### src/rtl/uart_cmd_controller.sv
// rtl/uart_cmd_controller.sv - UART command frame controller (SYNC/ADDR/DATA/CHK -> register write)
// Optional inter-byte timeout is built only when UART_CMD_TIMEOUT_EN is defined.
module uart_cmd_controller #(
    parameter logic [7:0] SYNC_BYTE      = 8'hA5,
    parameter int         TIMEOUT_CYCLES = 50000
) (
    input  logic       clk_50MHz,
    input  logic       reset,
    input  logic       rx_valid,
    input  logic [7:0] rx_data,
    output logic       wr_valid,
    output logic [7:0] wr_addr,
    output logic [7:0] wr_data,
    input  logic       wr_ready,
    output logic       frame_err,
    output logic [1:0] err_code,
    output logic [7:0] err_count,
    output logic       busy
);

    typedef enum logic [2:0] {
        ST_SYNC,
        ST_ADDR,
        ST_DATA,
        ST_CHK,
        ST_ISSUE
    } state_t;

    localparam logic [1:0] ERR_CHECKSUM = 2'b01;
    localparam logic [1:0] ERR_OVERRUN  = 2'b10;
    localparam logic [1:0] ERR_TIMEOUT  = 2'b11;

    state_t     state_q, state_d;
    logic [7:0] addr_q, addr_d;
    logic [7:0] data_q, data_d;
    logic       wr_valid_q;
    logic       frame_err_q;
    logic [1:0] err_code_q;
    logic [7:0] err_count_q;
    logic       busy_q;
    logic       err_d;
    logic [1:0] err_code_d;

`ifdef UART_CMD_TIMEOUT_EN
    localparam int TW = (TIMEOUT_CYCLES > 2) ? $clog2(TIMEOUT_CYCLES) : 1;
    logic [TW-1:0] tmo_q;
    logic          timed_state;
    logic          tmo_expired;

    assign timed_state = (state_q == ST_ADDR) || (state_q == ST_DATA) || (state_q == ST_CHK);
    assign tmo_expired = timed_state && !rx_valid && (tmo_q == TW'(TIMEOUT_CYCLES - 1));
`endif

    always_comb begin
        state_d    = state_q;
        addr_d     = addr_q;
        data_d     = data_q;
        err_d      = 1'b0;
        err_code_d = err_code_q;
        case (state_q)
            ST_SYNC: begin
                if (rx_valid && rx_data == SYNC_BYTE) state_d = ST_ADDR;
            end
            ST_ADDR: begin
                if (rx_valid) begin
                    addr_d  = rx_data;
                    state_d = ST_DATA;
                end
            end
            ST_DATA: begin
                if (rx_valid) begin
                    data_d  = rx_data;
                    state_d = ST_CHK;
                end
            end
            ST_CHK: begin
                // A failing checksum byte is never reinterpreted as a new SYNC.
                if (rx_valid) begin
                    if (rx_data == (SYNC_BYTE ^ addr_q ^ data_q)) begin
                        state_d = ST_ISSUE;
                    end else begin
                        state_d    = ST_SYNC;
                        err_d      = 1'b1;
                        err_code_d = ERR_CHECKSUM;
                    end
                end
            end
            ST_ISSUE: begin
                if (wr_ready) begin
                    state_d = (rx_valid && rx_data == SYNC_BYTE) ? ST_ADDR : ST_SYNC;
                end else if (rx_valid) begin
                    err_d      = 1'b1;
                    err_code_d = ERR_OVERRUN;
                end
            end
            default: state_d = ST_SYNC;
        endcase
`ifdef UART_CMD_TIMEOUT_EN
        if (tmo_expired) begin
            state_d    = ST_SYNC;
            err_d      = 1'b1;
            err_code_d = ERR_TIMEOUT;
        end
`endif
    end

    always_ff @(posedge clk_50MHz) begin
        if (reset) begin
            state_q     <= ST_SYNC;
            addr_q      <= 8'h00;
            data_q      <= 8'h00;
            wr_valid_q  <= 1'b0;
            frame_err_q <= 1'b0;
            err_code_q  <= 2'b00;
            err_count_q <= 8'h00;
            busy_q      <= 1'b0;
        end else begin
            state_q     <= state_d;
            addr_q      <= addr_d;
            data_q      <= data_d;
            wr_valid_q  <= (state_d == ST_ISSUE);
            frame_err_q <= err_d;
            err_code_q  <= err_code_d;
            busy_q      <= (state_d != ST_SYNC);
            if (err_d && err_count_q != 8'hFF) err_count_q <= err_count_q + 8'h01;
        end
    end

`ifdef UART_CMD_TIMEOUT_EN
    // Counter restarts on every byte and on every state change into a timed state.
    always_ff @(posedge clk_50MHz) begin
        if (reset || rx_valid || !timed_state || state_d != state_q) begin
            tmo_q <= '0;
        end else begin
            tmo_q <= tmo_q + 1'b1;
        end
    end
`endif

    assign wr_valid  = wr_valid_q;
    assign wr_addr   = addr_q;
    assign wr_data   = data_q;
    assign frame_err = frame_err_q;
    assign err_code  = err_code_q;
    assign err_count = err_count_q;
    assign busy      = busy_q;

endmodule

### config.mk
export PLATFORM = sky130hd
export DESIGN_NAME = uart_cmd_controller
export DESIGN_NICKNAME = d
export VERILOG_FILES = /design/src/rtl/uart_cmd_controller.sv
export SDC_FILE = /design/constraint.sdc
export NUM_CORES = 1
export LEC_CHECK = 0
export CORE_MARGIN = 2
export CORE_UTILIZATION = 30
export DETAILED_ROUTE_END_ITERATION = 16
export PLACE_DENSITY = 0.51
export SYNTH_ARGS = -nofsm -noshare
export SYNTH_HDL_FRONTEND = slang
export SYNTH_SLANG_ARGS = --single-unit
### constraint.sdc
create_clock -name clk_50MHz -period 2.5 [get_ports clk_50MHz]
set_input_delay 0.5 -clock clk_50MHz [delete_from_list [all_inputs] [get_ports clk_50MHz]]
set_output_delay 0.5 -clock clk_50MHz [all_outputs]
set_load 0.05 [all_outputs]
### After elaboration in Yosys (flattened, before gate mapping)

Cells that the tools add are included.

* bits in registers: 32
* input port bits: 12
* output and inout port bits: 29

* $add $sub $neg: 1
* equality and inequality tests: 12
* muxes and demuxes: 18
* bitwise logic cells: 2
* reduce and logical (&&, ||, !) cells: 8

Operator list (number)
* $mux W3: 6
* $pmux W3 S5: 1
* $add A8 B1 Y8 const B: 1
* $eq A8 B8 Y1: 1
* $eq A8 B8 Y1 const B: 1
* $mux W2: 4
* $ne A2 B2 Y1 const B: 4
* $ne A8 B8 Y1 const B: 1
* $xor A8 B8 Y8: 1
* $eq A3 B2 Y1 const B: 2
* $eq A3 B3 Y1 const B: 2
* $mux W1: 5
* $reduce_and A5 Y1: 1
* $not A4 Y4: 1
* $pmux W2 S2: 1
* $reduce_and A2 Y1: 2
* $eq A3 B1 Y1 const B: 1
* $logic_not A3 Y1: 1
* $reduce_bool A3 Y1: 1
* $logic_and A1 B1 Y1: 2
* $pmux W1 S2: 1
* $reduce_bool A2 Y1: 1

### Logic depth before layout (Yosys ltp)

* depth in word-level cells: 7
* mapped depth: 6

### Least setup slack after synthesis

No wires, ideal clock.

* kind: register to register
* start point: register data_q[0], in the netlist wr_data[0]
* end point: register err_count_q[7], in the netlist err_count[7]
* data arrival time: 2203 ps
* data required time: 2379 ps
* setup slack: 176 ps
* cell stages (with the launch flop): 7
* clock period less this slack: 2324 ps
* cells stage by stage: dfxtp_1 -> xor3_2 -> and4_4 -> and4_4 -> buf_6 -> nor4_4 -> mux2_4

* cells in the longest elaborated chain, start to end: 6

Ends and longest elaborated chain
* from (decl): RTL line 35 `logic [7:0] data_q, data_d;`
* from (signal assigned): RTL line 120 `data_q <= data_d;`
* $xor A8 B8 Y8: RTL line 79 `if (rx_data == (SYNC_BYTE ^ addr_q ^ data_q)) begin`
* $eq A8 B8 Y1: RTL line 79
* $mux W1: RTL line 79
* $mux W1: RTL line 78 `if (rx_valid) begin`
* $pmux W1 S2: RTL line 60 `case (state_q)`
* $logic_and A1 B1 Y1: RTL line 125 `if (err_d && err_count_q != 8'hFF) err_count_q <= err_count_q + 8'h01;`
* to (signal assigned): RTL line 125
* to (decl): RTL line 39 `logic [7:0] err_count_q;`

Every way passes these cells.
A chain may end at the register's enable or synchronous reset.

### Final worst setup path

* start point: input port rx_data[3]
* end point: register err_count_q[7], in the netlist err_count[7]

* cells in the longest elaborated chain, start to end: 5

Ends and longest elaborated chain
* from (decl): RTL line 10 `input logic [7:0] rx_data,`
* $eq A8 B8 Y1: RTL line 79
* $mux W1: RTL line 79
* $mux W1: RTL line 78
* $pmux W1 S2: RTL line 60
* $logic_and A1 B1 Y1: RTL line 125

Every way passes these cells.

==> qor.txt <==
Post-synth top flop -> dfxtp_1
grt ovf -> 0
fin cells -> 294
post-synthesis xor/xnor area fraction -> 12.6%
CP peak stage delay -> 0.50 ns
worst hold path type -> flop to flop
Power Total -> 953 µW
met3 Track Usage GR -> 4.60%
Ports -> 41
Post-Syn Area -> 1650 µm²
Cells after Synth -> 167
first-pass GRT wire length -> 6.46 mm
Detailed Route WL -> 3.85 mm
Synth Area in Compound Gates -> 11.6%
CP endpoint kind -> flop
placed cells -> 287
Max Cap Violations -> 0
CTS Buf Count -> 5
distinct cell type count after synthesis -> 44
cts hold-fix bufs -> 0
cell area power density -> 412 nW/µm²
M2 GR Usage -> 22.6%
Slew Limit Fails -> 0
CTS clk-pin slew, worst paths -> 0.06 ns
initial antenna violation count -> 0
Post-synth EDFFs -> 0
vias in the first global route -> 1352
area delta synth->final -> 39.7%
Global Route Usage Sum -> 13.5%
post-detail-place hpwl -> 2.89 mm
Worst slew margin -> 66.1%
DIE AREA -> 6120 µm²
status -> complete, no violations
Site Rows -> 27
largest family of logic cells by synthesized area -> simple AND/OR/NAND/NOR gates
RSZ-0062 raised after global routing -> false
adder-cell share of the synthesized area -> 0.756%
Place WS -> -0.00552 ns
CTS resizes -> 0
placer's final routability congestion estimate -> 0.771
final antenna-violating net count -> 0
startpoint types -> primary input
DR vias -> 1385
fin crit share -> 88.2%
CTS root buf -> clkbuf_8
H-tree depth -> 2
Avg Inst Size Synth -> 9.90 µm²
First-pass DRT Iterations -> 4
sequential fraction of the synthesis area -> 38.7%
Achievable Freq -> 0.453 GHz
largest net degree at the start of global routing -> 17
Worst Hold Slack -> 0.476 ns
Initial Util -> 30.6%
P_leak -> 0.851 nW
Die Wd -> 78.3 µm
CP Max Fanout -> 12
NumNets Final -> 235
post-synthesis simple-gate area fraction -> 25.6%
maximum vdd ir drop -> 0.141 mV
mux contribution to synthesized area -> 7.56%
latest clock arrival within the worst-skew pair -> 0.28 ns
worst path required time -> 2.67 ns
GR peak layer -> met2
Clock Skews -> 0.00494 ns
fin worst setup slack -> 0.295 ns
Final min period -> 2.21 ns
Antenna diodes -> 0
layout cell share with drive strength beyond 1 -> 19.4%
Port Buffer Count -> 40
DRT iter0 DRCs -> 55
critical path type -> primary input to flop
CP arrival -> 2.37 ns
crit-path most repeated cell -> and4_4
Least-Margin Pin Slew -> 0.506 ns
Longest Clk Path Bufs -> 2
CP Cell Sequence -> clkdlybuf4s50_1, xnor3_1, and4_4, and4_4, nor4_4, mux2_4
Synth async-reset ratio -> 0%
CTS Sinks -> 32
post-CTS setup buffers -> 0
DIE HEIGHT -> 78.3 µm
Mapped Nets -> 180
drt wl/cell -> 13.1 µm
register-to-register setup slack -> 0.56 ns
Crit-path slowest cell -> clkdlybuf4s50_1
Via density -> 4.71
Final Hold Fails -> 0
GR Util met1 -> 16.0%
# DRC -> 0
Setup-failing EPs final -> 0
clock tree from TritonCTS -> yes
Yosys warning count -> 0
flops & latches, synth -> 32
fill cell count -> 544
Core ar. -> 5410 µm²
layer usage:
layer / share of wire (%) / vias to the layer above
met1: 46 / 646
met5: 0 / -
met2: 48 / 33
li1: - / 704
met3: 5.1 / 2
met4: 0.62 / 0
path summary, 6_finish.rpt:
kind                from      endpoint  cells after the start
max           rx_data[3]  err_count[7]                      6
min          err_code[0]   err_code[0]                      2
max reg2reg   state_q[2]  err_count[7]                      5
min reg2reg  err_code[0]   err_code[0]                      2
cell type report:
cell class / count / area, µm² / area share, %
Clock inverter: 1 / 5.00 / 0.217
Clock buffer: 6 / 72.6 / 3.14
Multi-Input combinational cell: 124 / 963 / 41.7
Inverter: 1 / 3.75 / 0.162
Tap cell: 72 / 90.1 / 3.90
Sequential cell: 32 / 641 / 27.7
Timing Repair Buffer: 58 / 536 / 23.2
worst max-delay path, delay by kind of cell:
| family | cells | cell delay, ns |
|---|---|---|
| AND/OR/NAND/NOR | 3 | 0.73 |
| buffers and inverters | 1 | 0.50 |
| multiplexers | 1 | 0.32 |
| XOR/XNOR | 1 | 0.31 |
synth_stat cells (2+ instances only):
| library cell | instances | share of area (%) |
|---|---|---|
| mux2i_1 | 8 | 4.8 |
| a21oi_1 | 14 | 4.2 |
| xnor3_4 | 3 | 4.8 |
| or3_1 | 2 | 0.76 |
| nor3b_1 | 2 | 0.91 |
| and4bb_2 | 2 | 1.5 |
| and4_4 | 2 | 1.4 |
| clkbuf_1 | 8 | 1.8 |
| xnor3_1 | 2 | 2.7 |
| nor2_1 | 16 | 3.6 |
| nand2b_1 | 2 | 0.76 |
| or4_1 | 3 | 1.4 |
| nand3_1 | 4 | 1.2 |
| mux2_4 | 3 | 2.7 |
| nor4_4 | 2 | 2.6 |
| nand2_1 | 23 | 5.2 |
| a211oi_1 | 3 | 1.4 |
| or2_2 | 2 | 0.76 |
| nor3_1 | 2 | 0.61 |
| o31ai_1 | 3 | 1.4 |
| and3b_1 | 2 | 1.1 |
| o21a_1 | 2 | 0.91 |
| nor2b_1 | 5 | 1.9 |
| dfxtp_1 | 32 | 39 |
report_power, final:
group | switching [mW] | total, mW | internal, mW
Clock | 0.178 | 0.367 | 0.189
Sequential | 0.000249 | 0.510 | 0.510
Combinational | 0.0286 | 0.0752 | 0.0467
registers in the layout (all words and copies together) (netlist names):
| register | cells |
|---|---|
| busy | 1 |
| state_q | 3 |
| wr_data | 8 |
| frame_err | 1 |
| wr_addr | 8 |
| err_count | 8 |
| wr_valid | 1 |
| err_code | 2 |
per-stage QoR:
stage / util (%) / setup TNS (ns) / area (µm²)
after global routing: 42.8 / 0 / 2310
after global placement: 41.3 / 0 / 2230
final: 42.8 / 0 / 2310
after CTS: 42.8 / 0 / 2310
after detailed placement: 41.3 / -0.00552 / 2230
after floorplan: - / 0 / 1650
cell usage in the layout (no fill, tap or decap), types with 2 or more instances in the layout:
master	synthesis	final
nor2_1	16	16
o31ai_1	3	3
buf_4	0	18
and4_4	2	2
nand2b_1	2	2
xnor3_4	3	3
mux2_4	3	3
clkbuf_8	0	5
and4bb_2	2	2
nor3_1	2	2
mux2i_1	8	8
or2_2	2	2
dfxtp_1	32	32
nor2b_1	5	5
nand3_1	4	4
o21a_1	2	2
or4_1	3	3
nand2_1	23	23
nor4_4	2	2
and3b_1	2	2
nor3b_1	2	2
clkdlybuf4s50_1	0	40
or3_1	2	2
xnor3_1	2	2
a21oi_1	14	14
a211oi_1	3	3
kinds of logic after synthesis:
group,count (synthesis)
simple gates,73
fa+ha+maj,1
flops,32
compound gates,30
mux,11
xor+xnor,9
buf+inv,11
No activity file was read; power rests on OpenSTA's default activity.
